### src/rtl/rr_arbiter4_if.sv
`default_nettype none
// ---------------------------------------------------------------------------
// rr_arbiter4_if : request/grant bundle between requesters and rr_arbiter4
// Revision: 1.0
// ---------------------------------------------------------------------------
interface rr_arbiter4_if;
  logic       en;
  logic [3:0] req;
  logic [3:0] grant;
  logic [1:0] grant_idx;
  logic       busy;

  modport master (
    output en,
    output req,
    input  grant,
    input  grant_idx,
    input  busy
  );

  modport slave (
    input  en,
    input  req,
    output grant,
    output grant_idx,
    output busy
  );
endinterface
`default_nettype wire

### src/rtl/rr_arbiter4.sv
`default_nettype none
// ---------------------------------------------------------------------------
// rr_arbiter4 : 4-way round-robin arbiter with registered one-hot grant
//               and a hold-time limit against starvation
// Revision: 1.0
// ---------------------------------------------------------------------------
module rr_arbiter4 #(
  parameter int MAX_HOLD = 8,
  parameter int CNT_W    = 8
) (
  input  logic         clk,
  input  logic         rst_n,
  rr_arbiter4_if.slave bus
);

  localparam logic [0:0]       ST_IDLE   = 1'b0;
  localparam logic [0:0]       ST_GRANT  = 1'b1;
  localparam logic [CNT_W-1:0] HOLD_LAST = CNT_W'(MAX_HOLD - 1);

  logic [0:0]       state_q,     state_d;
  logic [1:0]       ptr_q,       ptr_d;
  logic [CNT_W-1:0] hold_cnt_q,  hold_cnt_d;
  logic [3:0]       grant_q,     grant_d;
  logic [1:0]       grant_idx_q, grant_idx_d;

  logic [3:0]       eligible;
  logic             timeout;
  logic             terminate;
  logic [2:0]       pick_idle;
  logic [2:0]       pick_next;

  // Returns {found, index} of the first set bit of vec searching start, start+1, ... mod 4.
  function automatic logic [2:0] pick_first(input logic [3:0] vec, input logic [1:0] start);
    logic [7:0] dbl;
    logic [1:0] off;
    logic       found;
    dbl   = {vec, vec} >> start;
    off   = 2'd0;
    found = 1'b0;
    for (int i = 3; i >= 0; i--) begin
      if (dbl[i]) begin
        off   = i[1:0];
        found = 1'b1;
      end
    end
    return {found, 2'(start + off)};
  endfunction

  always_comb begin
    eligible  = bus.req & ~grant_q;
    timeout   = (hold_cnt_q == HOLD_LAST) && (eligible != 4'b0000);
    terminate = !bus.req[grant_idx_q] || timeout;
    pick_idle = pick_first(bus.req, ptr_q);
    pick_next = pick_first(eligible, 2'(grant_idx_q + 2'd1));

    state_d     = state_q;
    ptr_d       = ptr_q;
    hold_cnt_d  = hold_cnt_q;
    grant_d     = grant_q;
    grant_idx_d = grant_idx_q;

    case (state_q)
      ST_IDLE: begin
        if (bus.en && pick_idle[2]) begin
          state_d     = ST_GRANT;
          grant_idx_d = pick_idle[1:0];
          grant_d     = 4'(1) << pick_idle[1:0];
          hold_cnt_d  = '0;
        end
      end
      default: begin
        if (!bus.en) begin
          state_d    = ST_IDLE;
          grant_d    = 4'b0000;
          ptr_d      = 2'(grant_idx_q + 2'd1);
          hold_cnt_d = '0;
        end else if (terminate) begin
          ptr_d      = 2'(grant_idx_q + 2'd1);
          hold_cnt_d = '0;
          // Hand over on the same edge so the resource never idles while others wait.
          if (pick_next[2]) begin
            grant_idx_d = pick_next[1:0];
            grant_d     = 4'(1) << pick_next[1:0];
          end else begin
            state_d = ST_IDLE;
            grant_d = 4'b0000;
          end
        end else if (hold_cnt_q != HOLD_LAST) begin
          hold_cnt_d = hold_cnt_q + 1'b1;
        end
      end
    endcase
  end

  always_ff @(posedge clk) begin
    if (!rst_n) begin
      state_q     <= ST_IDLE;
      ptr_q       <= 2'd0;
      hold_cnt_q  <= '0;
      grant_q     <= 4'b0000;
      grant_idx_q <= 2'd0;
    end else begin
      state_q     <= state_d;
      ptr_q       <= ptr_d;
      hold_cnt_q  <= hold_cnt_d;
      grant_q     <= grant_d;
      grant_idx_q <= grant_idx_d;
    end
  end

  assign bus.grant     = grant_q;
  assign bus.grant_idx = grant_idx_q;
  assign bus.busy      = |grant_q;

endmodule
`default_nettype wire

### src/flat_wrapper.sv
// flat-port wrapper written by rule: the top's interface ports become plain ports
module rr_arbiter4_flat 
#(
  parameter int MAX_HOLD = 8,
  parameter int CNT_W    = 8
)
  (clk, rst_n, bus_en, bus_req, bus_grant, bus_grant_idx, bus_busy);
  rr_arbiter4_if bus_i ();
  input  logic clk;
  input  logic rst_n;
  input wire logic [$bits(bus_i.en)-1:0] bus_en;
  input wire logic [$bits(bus_i.req)-1:0] bus_req;
  output wire logic [$bits(bus_i.grant)-1:0] bus_grant;
  output wire logic [$bits(bus_i.grant_idx)-1:0] bus_grant_idx;
  output wire logic [$bits(bus_i.busy)-1:0] bus_busy;
  assign bus_i.en = bus_en;
  assign bus_i.req = bus_req;
  assign bus_grant = bus_i.grant;
  assign bus_grant_idx = bus_i.grant_idx;
  assign bus_busy = bus_i.busy;
  rr_arbiter4 #(.MAX_HOLD(MAX_HOLD), .CNT_W(CNT_W)) u_core (.clk(clk), .rst_n(rst_n), .bus(bus_i));
endmodule
### config.mk
export PLATFORM = sky130hd
export DESIGN_NAME = rr_arbiter4_flat
export DESIGN_NICKNAME = d
export VERILOG_FILES = /design/src/rtl/rr_arbiter4_if.sv /design/src/rtl/rr_arbiter4.sv /design/src/flat_wrapper.sv
export SDC_FILE = /design/constraint.sdc
export NUM_CORES = 1
export LEC_CHECK = 0
export CORE_MARGIN = 8
export CORE_UTILIZATION = 57
export CTS_CLUSTER_DIAMETER = 80
export DETAILED_ROUTE_END_ITERATION = 10
export DONT_BUFFER_PORTS = 1
export GPL_ROUTABILITY_DRIVEN = 0
export PLACE_DENSITY = 0.78
export SKIP_CTS_REPAIR_TIMING = 1
export SLEW_MARGIN = 20
export SYNTH_ARGS = -nofsm -noshare
export SYNTH_HDL_FRONTEND = slang
export SYNTH_SLANG_ARGS = --single-unit
### constraint.sdc
create_clock -name clk -period 1.85 [get_ports clk]
set_input_delay 0.2775 -clock clk [delete_from_list [all_inputs] [get_ports clk]]
set_output_delay 0.2775 -clock clk [all_outputs]
set_load 0.005 [all_outputs]
==> results of run 1 <==
final cells by class:
type | count | area (um2)
multi-input combinational | 134 | 1080
fill | 180 | 641
sequential | 17 | 353
timing repair buffer | 31 | 233
tap | 30 | 37.5
inverter | 9 | 35.0
clock buffer | 4 | 26.3
state kept, by name, indices dropped and copies added, names as in the netlist:
| name | count |
|---|---|
| u_core.hold_cnt_q | 8 |
| u_core.bus.grant | 4 |
| u_core.bus.grant_idx | 2 |
| u_core.ptr_q | 2 |
| u_core.state_q | 1 |
cells by family (layout without fill, tap and decap cells):
kind of cell	Yosys count	in the layout	synth area share
AND/OR/NAND/NOR	62	62	0.243
adder cells (fa/ha/maj)	3	3	0.0265
buffers and inverters	19	44	0.0893
XOR/XNOR	11	11	0.0681
flip-flops	17	17	0.240
AO/OA/AOI/OAI	57	57	0.317
multiplexers	1	1	0.0159
through the flow:
step	utilization	instance area [um2]	hold slack [ns]	setup TNS (ns)
2_1_floorplan	-	1470	0.409	-0.132
3_3_place_gp	0.674	1630	0.421	-0.0383
3_5_place_dp	0.674	1630	0.435	-0.430
4_1_cts	0.685	1650	0.110	-0.909
5_1_grt	0.734	1770	0.138	-2.14
6_report	0.734	1770	0.141	-0.863
worst paths after layout:
| check | slack (ns) | start | endpoint |
|---|---|---|---|
| setup reg to reg | -0.19 | u_core.bus.grant[1] | u_core.bus.grant[3] |
| setup / recovery | -0.19 | u_core.bus.grant[1] | u_core.bus.grant[3] |
| hold reg to reg | 0.50 | u_core.hold_cnt_q[1] | u_core.hold_cnt_q[1] |
| hold / removal | 0.14 | bus_en | u_core.state_q |
metal layers:
| layer | track usage | part of all wire | vias to the layer above |
|---|---|---|---|
| li1 | - | - | 693 |
| met1 | 0.193 | 0.41 | 686 |
| met2 | 0.305 | 0.49 | 52 |
| met3 | 0.0322 | 0.055 | 23 |
| met4 | 0.104 | 0.047 | 0 |
| met5 | 0 | 0 | - |
cell usage in the layout, fill, tap and decap left out, drive strengths merged, types with 4 or more instances in the layout:
cell / instances
buf: 31
nor2: 21
dfxtp: 17
a21oi: 14
nand3: 10
inv: 8
xnor2: 8
o21ai: 8
nand2b: 7
o211ai: 6
nor3: 6
nand2: 5
a211oi: 5
o2111ai: 4
clkbuf: 4
worst register-to-register path, stage by stage, from the launching register on:
cell	delay, ns
dfxtp_1	0.35
nand2b_4	0.16
a311oi_1	0.32
o211ai_1	0.19
ha_2	0.24
or4_4	0.46
a2bb2oi_2	0.14
o2bb2ai_1	0.11
power by group through the flow:
stage	combinational, mW	clock (mW)	sequential, mW
5_1_grt	0.556	0.226	0.416
4_1_cts	0.454	0.208	0.411
6_report	0.520	0.199	0.413
3_3_place_gp	0.438	0	0.417
2_1_floorplan	0.321	0	0.422
3_5_place_dp	0.451	0	0.419
==> reports/summary.md, run 1 <==
The kind of cell with the highest combined delay along the critical path is compound AO/OA/AOI/OAI gates. For the initial antenna violation count, the log shows 0. The x dimension of the die works out to 65.8 um. The area overhead of the layout relative to synthesis is 25.0%, and the row count is 18. The count of buffer and inverter cells on the critical path came out at 0. The HPWL after detailed placement is 2980 um. Summing every instance area after synthesis gives 1420 um2. Clock-pin slew was measured on the worst setup and hold paths at 0.10 ns. Class of the tightest hold or removal check: input port to flip-flop. The total overflow left after global routing is 0.

The fraction of synthesized cell area taken by the top area cell type was 0.240. Number of design rule violations left after detail routing: 0. The total power draw was 1.13 mW.

In this run the remaining antenna-violating nets after routing total 0. Worst path setup slack after routing: -0.189 ns. In the post-synthesis netlist, the cell with the most instances is nor2_1. In the final routed layout, each cell accounts on average for 18.1 um. Including well taps, the total number of placed cells is 219. For this run, the leading register cell type out of synthesis is dfxtp_1. The power share of the sequential group was 0.365. After detailed routing, the number of vias per cell comes to 6.46. The unique cell type count in the Yosys netlist is 53, and the share of synthesized flip-flops with an asynchronous set or reset is 0. The number of clock buffers added by TritonCTS is 3. The via count of the first global-routing pass was 1421. Setup violations remaining at the end of the flow were counted as 6. The detailed router finished its first iteration with 129 violations.

The net switching power figure came out at 0.412 mW. The tools report the total leakage power as 0.645 nW. The critical path goes through nand2b_4 -> a311oi_1 -> o211ai_1 -> ha_2 -> or4_4 -> a2bb2oi_2 -> o2bb2ai_1. Across the routed clock network, the largest skew measured is 0.00907 ns. The combinational cell fraction of total power was 0.460; the height of the die was 65.8 um. The starting density of the core was 0.587; the first-pass GRT wire length was 6100 um. The total power per unit cell area was 640 nW/um2. The tool flagged a number of max-cap violations equal to 0. Critical path's largest stage delay: 0.46 ns.

The flow ran to the end, but the final reports show violations. The first TritonRoute pass finished after 4 iterations. During synthesis, Yosys emitted a total of 0 warnings. The number of failing hold endpoints at the final stage is 0, and the total number of nets in the final design is 206. The cell type with the largest total area after synthesis was dfxtp_1. Detailed routing inserted a total of 1454 vias.

The cell with the largest stage delay on the worst path was or4_4. For the pin with the worst max-slew slack, the measured transition is 0.506 ns. The cell count along the critical path is 7. Yosys attributes the largest share of cell area to dfxtp_1, nor2_1, a21oi_1, xnor2_1, nand3_1.

The worst setup path is of the flip-flop to flip-flop kind. TritonCTS built the clock tree. Of all nets on the critical path, the largest fanout is 5.

Entering global routing, the biggest net connects 13 pins. The number of cells on the worst reg-to-reg path is 7. The maximum level of the CTS H-tree is 1. The startpoint class of the critical path is a flip-flop. For the worst setup path, the data arrival time is 2.26 ns.

The tools report the relative slew slack as 0.663. Synthesis produced 170 cells. The routed design has 4070 um of wire. The final reports fail on negative setup slack.

Yosys mapped a number of flops with a built-in enable equal to 0. The tools report the post-synthesis sequential area ratio as 0.240. The root buffer cell chosen for the clock tree is clkbuf_4. The run gives 0.720 mW as the internal cell power. The switching fraction of total power works out to 0.364.

After floorplanning, the core was sized to cover 2410 um2. The hold path depth came out at 2. The post-route minimum period works out to 2.04 ns.

The ratio of cells with drive above 1 in the final layout came out at 0.395. Synthesis produced a netlist with a net count of 180. The clock share of power came out at 0.176.

The later pin in the worst-skew pair is clocked with a latency of 0.30 ns. The maximum vdd ir drop was 632 uV; the antenna diode count was 0. For the non-filler instance count after layout, the log shows 225. Setup repair after global routing could not meet its margin everywhere. Synthesis inferred 17 register bits.

The number of input and output port buffers inserted was 0; the critical path data required time was 2.07 ns. Timing analysis after detailed placement gives a worst setup slack of -0.0374 ns. The worst setup path is captured at a flip-flop. The tools report the total global-route track usage as 0.175.

The part of the cycle the worst path needs was 1.10; the number of buffers between clock root and the deepest sink was 2. The boundary pin count was 14. The number of sinks on the clock net came out at 17. By count the netlist is led by nor2_1, dfxtp_1, a21oi_1. The synthesized area divided by synthesized cell count is 8.32 um2. The die covers 4330 um2. Timing would allow up to 490 MHz. The max-slew violation total from the final report came out at 0.
No activity file was read; power rests on OpenSTA's default activity.
==> run 2: changes to the inputs <==
- CELL_PAD_IN_SITES_DETAIL_PLACEMENT: default -> 1
- CELL_PAD_IN_SITES_GLOBAL_PLACEMENT: default -> 1
- CORE_UTILIZATION: 57 -> 47
- PLACE_DENSITY: 0.78 -> 0.81
- clock period: 1.85 -> 2 ns (I/O delays scaled with it)
==> reports/summary.md, run 2 (synthesis results as in run 1) <==
The initial antenna violation count came out at 0. STA classifies the critical path startpoint as a flip-flop. The x dimension of the die works out to 70.9 um. The area growth from synthesis to layout is 14.9%. In this run, placement finished with an instance count of 212. Along the worst path, the maximum fanout reaches 5. No sink is reached through more buffers than the 2 on the longest clock path. The tools report the root buffer cell as clkbuf_4. The worst setup path is captured at a flip-flop. The part of the cycle the worst path needs was 1.00; the cell count along the critical path was 8. Maximum level of the CTS H-tree: 1. Relative slew slack: 0.691. The clock reaches the later pin of the worst-skew pair after 0.30 ns.

For this run, design rule violations remaining after detail routing come to 0. The cell with the largest stage delay on the worst path was or4_4. The count of buffer and inverter cells on the critical path is 0, and the final setup skew is 0.00312 ns. The capturing element of the worst setup path was u_core.bus.grant[3]. The total leakage power is 0.583 nW. The worst register-to-register path ends at u_core.bus.grant[3].

Transition time of the tightest slew-check pin: 0.460 ns. Core area: 2950 um2. The worst register-to-register path begins at u_core.bus.grant[2].

The floorplan has 20 rows. The worst-case IR drop observed on VDD is 405 uV. Setup repair after global routing could not meet its margin everywhere.

The number of antenna diodes in the final layout is 0. Data arrival time of the worst path: 2.22 ns. The first global-routing pass estimated 7150 um of wire. The register ranked first by flip-flop count was u_core.hold_cnt_q. The die covers 5020 um2.

The flow ran to the end, and the final reports show no timing, DRC or antenna violations. Walking the worst path, the cells encountered are nor2b_2 -> nor3_1 -> a311oi_2 -> o211ai_1 -> ha_2 -> or4_4 -> a2bb2oi_2 -> o2bb2ai_1. For the worst setup path, the data required time is 2.22 ns. Leaving out fill and tap cells, the most frequent cell in the layout is buf_4. The worst setup path is of the flip-flop to flip-flop kind.

The register with the most flip-flops in the layout has 8 of them. The via count of the first global-routing pass is 1469. The logs give 0.479 for the starting density of the core and 14 for the boundary pin count. Global routing finished with a remaining overflow of 0. Detailed placement finished with a half-perimeter wire length of 3370 um. For the final core area utilization, the log shows 0.550. TritonCTS built the clock tree. The max-slew violation total from the final report came out at 0. The number of vias per cell after detailed routing is 6.40, and the timing-limited maximum frequency is 500 MHz. The critical path's largest stage delay was 0.46 ns.

Port buffering added 0 buffers. The number of failing hold endpoints at the final stage is 0, and the total power per unit cell area is 613 nW/um2. Final hold analysis gives a worst-case slack of 0.148 ns. The ratio of cells with drive above 1 in the final layout came out at 0.314. For the finished layout, the period the worst path requires is 2.00 ns.

In the final design database the tool counted 196 nets. The non-filler instance count after layout came out at 218. For the max-cap check violation count, the log shows 0. The depth of the worst register-to-register path was 8. Dividing the detail-routed wire length by the instance count gives 20.5 um. The number of buffers inserted during clock tree synthesis is 3, and the number of vias in the routed layout is 1395. The launch point of the worst path was u_core.bus.grant[2]. The worst hold path belongs to the class input port to flip-flop.

The number of DRC markers in iteration 0 came out at 85. The final setup violation count is 0, and the height of the die is 70.9 um. The total global-route track usage was 0.174; the count of TritonRoute iterations in the first routing pass was 4. Leaving out fill and tap cells, the most frequent cells in the layout are buf_4, nor2_1, a21oi_1. The run gives 0.0007 ns as the reg2reg setup slack. The post-CTS clock slew at the launch and capture registers of the worst setup and hold paths is 0.10 ns. The post-route setup TNS came out at 0 ns. The kind of cell adding the most delay to the critical path is simple AND/OR/NAND/NOR gates.

The detailed-route wire length was 4480 um; the post-detailed-route count of antenna-violating nets was 0. The pin count of the biggest net entering global routing is 13. The number of sinks on the clock net was 17.
## run 2: per-stage QoR
stage	area [um2]	setup WS, ns	power (mW)
5_1_grt	1630	-0.0665	1.05
4_1_cts	1550	-0.0694	0.956
3_3_place_gp	1520	0.0147	0.749
2_1_floorplan	1430	0.0327	0.672
6_report	1630	0.000679	0.996
3_5_place_dp	1520	-0.0389	0.767
## run 2: final cells by class
type	instances	area [um2]
multi-input combinational	134	1020
tap	33	41.3
fill	370	1330
inverter	9	35.0
clock buffer	4	26.3
sequential	17	348
timing repair buffer	21	158
## run 2: power by group
group	switching (mW)	internal, mW	leakage, nW
clock	0.114	0.0777	0.0150
combinational	0.229	0.191	0.428
sequential	0.0246	0.359	0.140
total	0.368	0.628	0.583
## run 2: how the worst min path moves through the flow
stage | endpoint | start | cells after the start | slack, ns
global route | u_core.state_q | bus_en | 2 | 0.15
global placement | u_core.state_q | bus_en | 2 | 0.46
detailed placement | u_core.state_q | bus_en | 2 | 0.47
floorplan | u_core.state_q | bus_en | 2 | 0.43
finish | u_core.state_q | bus_en | 2 | 0.15
CTS | u_core.state_q | bus_en | 2 | 0.15
## run 2: layer usage
layer | wire length (um) | vias to the layer above | track usage
met1 | 1810 | 685 | 0.187
met2 | 2400 | 25 | 0.334
met5 | 0 | - | 0
met3 | 136 | 14 | 0.0169
met4 | 126 | 0 | 0.0739
li1 | - | 671 | -
